<file path="src/rtl/apb1_slave_dec.sv">
// apb1_slave_dec: APB1 root-bus slave decoder and response mux with unmapped/timeout error completion.
// Optional timeout counter, forced completion and o_to_flag built when APB1_DEC_TIMEOUT_EN is defined.
module apb1_slave_dec #(
    parameter int          SLV_NUM = 8,
    parameter logic [15:0] BASE_HI = 16'h4000,
    parameter int          TO_CYC  = 255
) (
    input  logic                  i_hclk,
    input  logic                  i_hrst,
    input  logic                  i_pclk_en,
    input  logic                  i_root_psel,
    input  logic                  i_root_penable,
    input  logic [31:0]           i_root_paddr,
    output logic                  o_root_pready,
    output logic                  o_root_pslverr,
    output logic [31:0]           o_root_prdata,
    output logic [SLV_NUM-1:0]    o_slv_psel,
    output logic                  o_slv_penable,
    input  logic [SLV_NUM-1:0]    i_slv_pready,
    input  logic [SLV_NUM-1:0]    i_slv_pslverr,
    input  logic [32*SLV_NUM-1:0] i_slv_prdata,
    input  logic                  i_to_clr,
    output logic                  o_to_flag
);
    typedef enum logic [1:0] {IDLE, SETUP, ACCESS} state_t;
    state_t      state_q, state_d;
    logic        hit_q, hit_d;
    logic [3:0]  idx_q, idx_d;
    logic [15:0] rdy_x, err_x;
    logic [31:0] rd_a [16];
    logic        live_hit, cur_hit, sel_ph, acc, go_setup, done, slv_rdy, forced;
    logic [3:0]  cur_idx;
    logic [20:0] unused_in;
    assign unused_in = {i_to_clr, 8'(TO_CYC), i_root_paddr[11:0]};
    assign rdy_x = 16'(i_slv_pready);
    assign err_x = 16'(i_slv_pslverr);
    for (genvar k = 0; k < 16; k++) begin : g_rd
        if (k < SLV_NUM) begin : g_on
            assign rd_a[k] = i_slv_prdata[32*k +: 32];
        end else begin : g_off
            assign rd_a[k] = '0;
        end
    end
    // In IDLE the bridge's SETUP cycle is decoded live so slave select has no added latency.
    assign live_hit = (i_root_paddr[31:16] == BASE_HI) && ({1'b0, i_root_paddr[15:12]} < 5'(SLV_NUM));
    assign cur_hit  = (state_q == IDLE) ? live_hit : hit_q;
    assign cur_idx  = (state_q == IDLE) ? i_root_paddr[15:12] : idx_q;
    assign sel_ph   = !i_hrst && i_root_psel && (state_q != IDLE || !i_root_penable);
    assign acc      = i_root_psel && i_root_penable && (state_q != IDLE);
    assign go_setup = (state_q == IDLE) && i_root_psel && !i_root_penable;
    assign slv_rdy  = rdy_x[cur_idx];
    assign done     = acc && i_pclk_en && o_root_pready;
    assign o_root_pready  = acc && (!hit_q || slv_rdy || forced);
    assign o_root_pslverr = acc && (!hit_q || forced || err_x[cur_idx]);
    assign o_root_prdata  = (acc && hit_q && !forced) ? rd_a[cur_idx] : '0;
    assign o_slv_psel     = (sel_ph && cur_hit && !forced) ? SLV_NUM'(1) << cur_idx : '0;
    assign o_slv_penable  = acc && hit_q && !forced;
    always_comb begin
        state_d = state_q;
        hit_d   = hit_q;
        idx_d   = idx_q;
        if (go_setup) begin
            state_d = SETUP;
            hit_d   = live_hit;
            idx_d   = i_root_paddr[15:12];
        end else if (state_q != IDLE && (!i_root_psel || done)) begin
            state_d = IDLE;
        end else if (state_q == SETUP && i_root_penable) begin
            state_d = ACCESS;
        end
    end
    always_ff @(posedge i_hclk or posedge i_hrst) begin
        if (i_hrst) begin
            state_q <= IDLE;
            hit_q   <= 1'b0;
            idx_q   <= '0;
        end else begin
            state_q <= state_d;
            hit_q   <= hit_d;
            idx_q   <= idx_d;
        end
    end
`ifdef APB1_DEC_TIMEOUT_EN
    logic [7:0] cnt_q, cnt_d;
    logic       to_flag_q, to_flag_d;
    // A ready slave at the limit wins, so forcing needs the slave still stalled.
    assign forced    = acc && hit_q && !slv_rdy && (cnt_q == 8'(TO_CYC));
    assign cnt_d     = go_setup ? '0 :
                       (acc && i_pclk_en && hit_q && !slv_rdy && cnt_q != 8'hFF) ? cnt_q + 8'd1 : cnt_q;
    assign to_flag_d = (forced && i_pclk_en) || (to_flag_q && !i_to_clr);
    assign o_to_flag = to_flag_q;
    always_ff @(posedge i_hclk or posedge i_hrst) begin
        if (i_hrst) begin
            cnt_q     <= '0;
            to_flag_q <= 1'b0;
        end else begin
            cnt_q     <= cnt_d;
            to_flag_q <= to_flag_d;
        end
    end
`else
    assign forced    = 1'b0;
    assign o_to_flag = 1'b0;
`endif
endmodule

</file>
<file path="config.mk">
export PLATFORM = sky130hd
export DESIGN_NAME = apb1_slave_dec
export DESIGN_NICKNAME = d
export VERILOG_FILES = /design/src/rtl/apb1_slave_dec.sv
export SDC_FILE = /design/constraint.sdc
export NUM_CORES = 1
export LEC_CHECK = 0
export ABC_AREA = 0
export BUFFER_PORTS_ARGS = -buffer_cell sky130_fd_sc_hd__buf_2
export CAP_MARGIN = 20
export CELL_PAD_IN_SITES_DETAIL_PLACEMENT = 1
export CELL_PAD_IN_SITES_GLOBAL_PLACEMENT = 2
export CORE_ASPECT_RATIO = 1.25
export CORE_UTILIZATION = 16
export DETAILED_ROUTE_END_ITERATION = 6
export PLACE_DENSITY = 0.95
export SYNTH_ARGS = -nofsm -noshare
export SYNTH_HDL_FRONTEND = slang
export SYNTH_SLANG_ARGS = --single-unit
</file>
<file path="constraint.sdc">
create_clock -name i_hclk -period 4.45 [get_ports i_hclk]
set_input_delay 0.89 -clock i_hclk [delete_from_list [all_inputs] [get_ports i_hclk]]
set_output_delay 0.89 -clock i_hclk [all_outputs]
set_load 0.05 [all_outputs]
</file>
==> results.sh, run 1 <==
export IMPL_core_mm2=0.0201
export IMPL_synthXorXnorAreaFrac_pct=0
export IMPL_synth_top_family_by_area="compound AO/OA/AOI/OAI gates"
export IMPL_total_power_mw=0.945
export IMPL_hold_slack_ns=0.510
export IMPL_vias=5320
export IMPL_min_period_over_period_pct=86.3
export IMPL_cts_sinks=7
export IMPL_fin_crit_ns=3.84
export IMPL_drive_above_1_share_pct=46.3
export IMPL_finClkSkew_ns=0.000288
export IMPL_synthMuxAreaShare_pct=2.64
export IMPL_startpoint_type="primary input"
export IMPL_fillers=2645
export IMPL_drc_errors=0
export IMPL_clock_latency_ns=0.24
export IMPL_synth_area_leaders="a311o_1, nand2_1, a211oi_1"
export IMPL_firstDrtPassIters=4
export IMPL_postSynthCellCount=507
export IMPL_synth_top_area_cell="a311o_1"
export IMPL_area_delta_synth_final_pct=59.6
export IMPL_timing_fmax_ghz=0.261
export IMPL_crit_fanout=62
export IMPL_relSlewSlack_pct=47.6
export IMPL_yosysUniqueCellTypes=47
export IMPL_fin_setup_tns_ns=0
export IMPL_rsz0062_at_grt="false"
export IMPL_cts_tree="done"
export IMPL_die_area_mm2=0.0210
export IMPL_setup_violations=0
export IMPL_ys_flop_type="dfrtp_1"
export IMPL_nNetsFinal=1112
export IMPL_critPathRequiredTime_ns=3.56
export IMPL_hold_viol=0
export IMPL_first_global_vias=5342
export IMPL_max_vdd_ir_drop_v=0.000118
export IMPL_finalWeightedCongestion=0.843
export IMPL_drt_iter0_drc=187
export IMPL_arrival_ns=2.95
export IMPL_post_cts_setup_buffers=0
export IMPL_outcome="finished, final reports clean"
export IMPL_ys_seq_elements=7
export IMPL_start_util_pct=16.3
export IMPL_cts_clk_slew_worst_paths_ns=0.04
export IMPL_yosys_warnings=0
export IMPL_hold_path_class="flop to flop"
export IMPL_layout_commonest_cell="buf_2"
export IMPL_ant_nets=0
export IMPL_setup_ws_ns=0.611
export IMPL_synth_fa_ha_area_share_pct=0
export IMPL_port_buffer_count=339
export IMPL_synth_top_area_share_pct=19.6
export IMPL_cts_buffer_depth=2
export IMPL_cts_made_buffers=3
export IMPL_grt_pass1_wl_um=27600
export IMPL_synth_simple_gate_area_share_pct=34.6
export IMPL_path_class="primary input to output pin"
export IMPL_synth_compound_area_share_pct=45.6
export IMPL_powerDensity_mw_per_mm2=181
export IMPL_antenna_found_initial=0
export IMPL_p_leak_nw=2.64
export IMPL_die_y_um=162
export IMPL_diodes=0
export IMPL_track_usage_pct=16.7
export IMPL_hold_buffers=0
export IMPL_async_flop_share_pct=100
export IMPL_row_count=58
export IMPL_dpl_hpwl_um=14200
export IMPL_layout_common_cells="buf_2, nand2_1, and3_1"
export IMPL_pre_cts_ws_ns=0.572
export IMPL_drv_cap=0
export IMPL_wl_per_cell_um=17.3
export IMPL_syn_num_nets=817
export IMPL_h_tree_depth=1
export IMPL_die_w_um=130
export IMPL_tightest_slew_ns=0.784
export IMPL_wirelength_um=18600
export IMPL_ys_seq_area_share_pct=5.36
export IMPL_synth_edf_count=0
export IMPL_viasPerCell=4.97
export IMPL_cts_root_buf="clkbuf_16"
export IMPL_end_kind="output pin"
export IMPL_ios=354
export IMPL_syn_area_per_cell_um2=6.45
export IMPL_grt_overflow_total=0
export IMPL_final_max_slew_viol_count=0
export IMPL_synth_area_mm2=0.00327
export IMPL_grt_max_degree=74
export IMPL_cts_resized=0
==> cell families (layout without fill, tap and decap cells) <==
group / after synthesis / in the layout
buffers and inverters: 69 / 363
AO/OA/AOI/OAI: 185 / 185
flip-flops: 7 / 7
AND/OR/NAND/NOR: 238 / 238
multiplexers: 7 / 7
other: 1 / 1
==> worst paths after layout <==
kind | start | endpoint | slack [ns] | depth (start not counted)
worst min-delay path | idx_q[2] | idx_q[2] | 0.51 | 1
worst max register to register | state_q[0] | state_q[1] | 2.01 | 5
worst max-delay path | i_root_paddr[12] | o_root_prdata[29] | 0.61 | 8
min in group asynchronous | i_hrst | state_q[1] | 0.63 | 2
max in group asynchronous | i_hrst | hit_q | 3.59 | 2
worst min register to register | idx_q[2] | idx_q[2] | 0.51 | 1
==> metal layers <==
metal  track usage, %  vias up  wire length (um)  share of wire (%)
met5                0        -                 0                  0
met2             31.5      232              9480                 51
met1             18.9     2512              7450                 40
met3             2.37       36              1180                6.3
li1                 -     2540                 -                  -
met4             4.97        0               460                2.5
==> cell type report <==
type	instances	area, um2	share of cell area (%)
inverter	5	18.8	0.360
sequential	7	175	3.36
clock buffer	4	78.8	1.51
multi-input combinational	431	2720	52.2
timing repair buffer	354	1880	36.1
tap	270	338	6.47
==> Yosys cell counts, drive strengths merged, types with 2 or more instances <==
cell    instances
o21a            2
o21ai           3
o221ai          2
buf            37
mux2            3
nor3            4
inv             5
mux2i           4
or4             2
a311o          64
a211oi         67
nand2         137
nor2           12
nor4b           2
o22ai           3
and3           67
clkbuf         27
dfrtp           7
nor4            4
a31oi           2
nand3           4
a21oi          35
==> power by group <==
group | leakage (nW) | internal, mW | switching (mW) | total [mW]
logic | 2.51 | 0.315 | 0.386 | 0.701
registers | 0.0885 | 0.0725 | 0.0136 | 0.0861
clock network | 0.0382 | 0.120 | 0.0382 | 0.158
total | 2.64 | 0.507 | 0.437 | 0.945
==> sequential cells by signal (all words and copies together), names as in the netlist <==
register  flops
hit_q         1
idx_q         4
state_q       2
==> critical path, cell delays in order <==
cell	delay, ns
buf_2	0.14
or3b_2	0.52
nand2_4	0.11
buf_12	0.24
a211oi_1	0.12
a311o_1	0.32
a21oi_1	0.22
buf_2	0.33
==> through the flow <==
step / cells / util, % / cell area [um2]
5_1_grt: 1071 / 26.0 / 5220
3_5_place_dp: 1067 / 25.6 / 5140
3_3_place_gp: 1067 / 25.6 / 5140
4_1_cts: 1071 / 26.0 / 5220
2_1_floorplan: 507 / - / 3270
6_report: 1071 / 26.0 / 5220
(Power assumes the default switching activity.)
==> run 2, diff against run 1 <==
--- a/config.mk
+++ b/config.mk
@@ -12,6 +12,7 @@
 export CELL_PAD_IN_SITES_GLOBAL_PLACEMENT = 2
 export CORE_ASPECT_RATIO = 1.25
 export CORE_UTILIZATION = 16
+export CTS_BUF_LIST = sky130_fd_sc_hd__clkbuf_16
 export DETAILED_ROUTE_END_ITERATION = 6
 export PLACE_DENSITY = 0.95
 export SYNTH_ARGS = -nofsm -noshare
==> run 2 against run 1 <==
Net effect: sequential share of layout area unchanged; critical endpoint unchanged; largest power group unchanged; critical path depth unchanged; clock-buffer cell count down 1; via count unchanged; critical path type unchanged; non-clock buffer count unchanged; first-iteration DRC count unchanged.
==> results.sh, run 2 (synthesized netlist as in run 1, its figures left out) <==
export IMPL_dpl_hpwl_um=14200
export IMPL_vias=5320
export IMPL_cts_clk_slew_worst_paths_ns=0.04
export IMPL_wirelength_um=18600
export IMPL_port_buffer_count=339
export IMPL_nNetsFinal=1112
export IMPL_end_kind="output pin"
export IMPL_relSlewSlack_pct=47.6
export IMPL_cts_buffer_depth=2
export IMPL_viasPerCell=4.97
export IMPL_die_y_um=162
export IMPL_powerDensity_mw_per_mm2=181
export IMPL_cts_made_buffers=3
export IMPL_hold_viol=0
export IMPL_drv_cap=0
export IMPL_setup_ws_ns=0.611
export IMPL_core_mm2=0.0201
export IMPL_die_area_mm2=0.0210
export IMPL_rsz0062_at_grt="false"
export IMPL_cts_tree="done"
export IMPL_fin_util_pct=26.0
export IMPL_startpoint_type="primary input"
export IMPL_fin_crit_ns=3.84
export IMPL_diodes=0
export IMPL_layout_common_cells="buf_2, nand2_1, and3_1"
export IMPL_die_w_um=130
export IMPL_hold_slack_ns=0.510
export IMPL_grt_max_degree=74
export IMPL_fin_setup_tns_ns=0
export IMPL_cts_resized=0
export IMPL_hold_path_class="flop to flop"
export IMPL_grt_overflow_total=0
export IMPL_ant_nets=0
export IMPL_outcome="finished, final reports clean"
export IMPL_total_power_mw=0.943
export IMPL_timing_fmax_ghz=0.261
export IMPL_fillers=2645
export IMPL_drc_errors=0
export IMPL_path_class="primary input to output pin"
export IMPL_finClkSkew_ns=0.000569
export IMPL_tightest_slew_ns=0.784
export IMPL_drive_above_1_share_pct=46.3
export IMPL_arrival_ns=2.95
export IMPL_crit_fanout=62
export IMPL_layout_commonest_cell="buf_2"
export IMPL_cts_root_buf="clkbuf_16"
export IMPL_h_tree_depth=1
export IMPL_finalWeightedCongestion=0.843
export IMPL_regMostFlops="idx_q"
export IMPL_area_delta_synth_final_pct=59.6
export IMPL_first_global_vias=5342
export IMPL_post_cts_setup_buffers=0
export IMPL_start_util_pct=16.3
export IMPL_max_vdd_ir_drop_v=0.000118
export IMPL_track_usage_pct=16.7
export IMPL_clock_latency_ns=0.24
export IMPL_firstDrtPassIters=4
export IMPL_grt_pass1_wl_um=27600
export IMPL_ios=354
export IMPL_row_count=58
export IMPL_antenna_found_initial=0
export IMPL_pre_cts_ws_ns=0.572
export IMPL_min_period_over_period_pct=86.3
export IMPL_p_leak_nw=2.64
export IMPL_drt_iter0_drc=187
export IMPL_critPathRequiredTime_ns=3.56
export IMPL_final_max_slew_viol_count=0
export IMPL_cts_sinks=7
export IMPL_wl_per_cell_um=17.3
export IMPL_hold_buffers=0
export IMPL_largest_registers="idx_q (4), state_q (2), hit_q (1)"
export IMPL_setup_violations=0
export IMPL_largest_reg_flops=4
## run 2: cell count changes in the layout (fill, tap and decap cells not counted)
cell / before / now
clkbuf_1: 1 / 0
inv_1: 5 / 6
## run 2: worst paths after layout
path / from / endpoint / slack (ns) / cells past startpoint
setup / recovery: i_root_paddr[12] / o_root_prdata[29] / 0.61 / 8
hold reg to reg: idx_q[2] / idx_q[2] / 0.51 / 1
min in group asynchronous: i_hrst / state_q[1] / 0.62 / 2
setup reg to reg: state_q[0] / state_q[1] / 2.01 / 5
max in group asynchronous: i_hrst / hit_q / 3.59 / 2
hold / removal: idx_q[2] / idx_q[2] / 0.51 / 1
## run 2: final cells by class
type	count	area (um2)	share of cell area (%)
multi-input combinational	431	2720	52.2
timing repair buffer	354	1880	36.1
tap	270	338	6.47
sequential	7	175	3.36
clock buffer	3	75.1	1.44
inverter	5	18.8	0.360
clock inverter	1	3.75	0.0719
## run 2: worst max-delay path: stages
cell      delay, ns
buf_2          0.14
or3b_2         0.52
nand2_4        0.11
buf_12         0.24
a211oi_1       0.12
a311o_1        0.32
a21oi_1        0.22
buf_2          0.33
## run 2: routing by layer
metal | part of all wire [%] | up-vias | wire (um) | GRT usage, %
met1 | 40 | 2512 | 7450 | 18.9
met5 | 0 | - | 0 | 0
li1 | - | 2540 | - | -
met2 | 51 | 232 | 9480 | 31.5
met3 | 6.3 | 36 | 1180 | 2.37
met4 | 2.5 | 0 | 460 | 4.97
## run 2: where the power goes
group | internal, mW | leakage [nW] | switching, mW
registers | 0.0725 | 0.0885 | 0.0136
clock network | 0.117 | 0.0423 | 0.0384
logic | 0.315 | 2.51 | 0.386
## run 2: stage by stage
step                cell area [um2]  cells
floorplan                      3270    507
global placement               5140   1067
detailed placement             5140   1067
CTS                            5220   1071
global route                   5220   1071
finish                         5220   1071
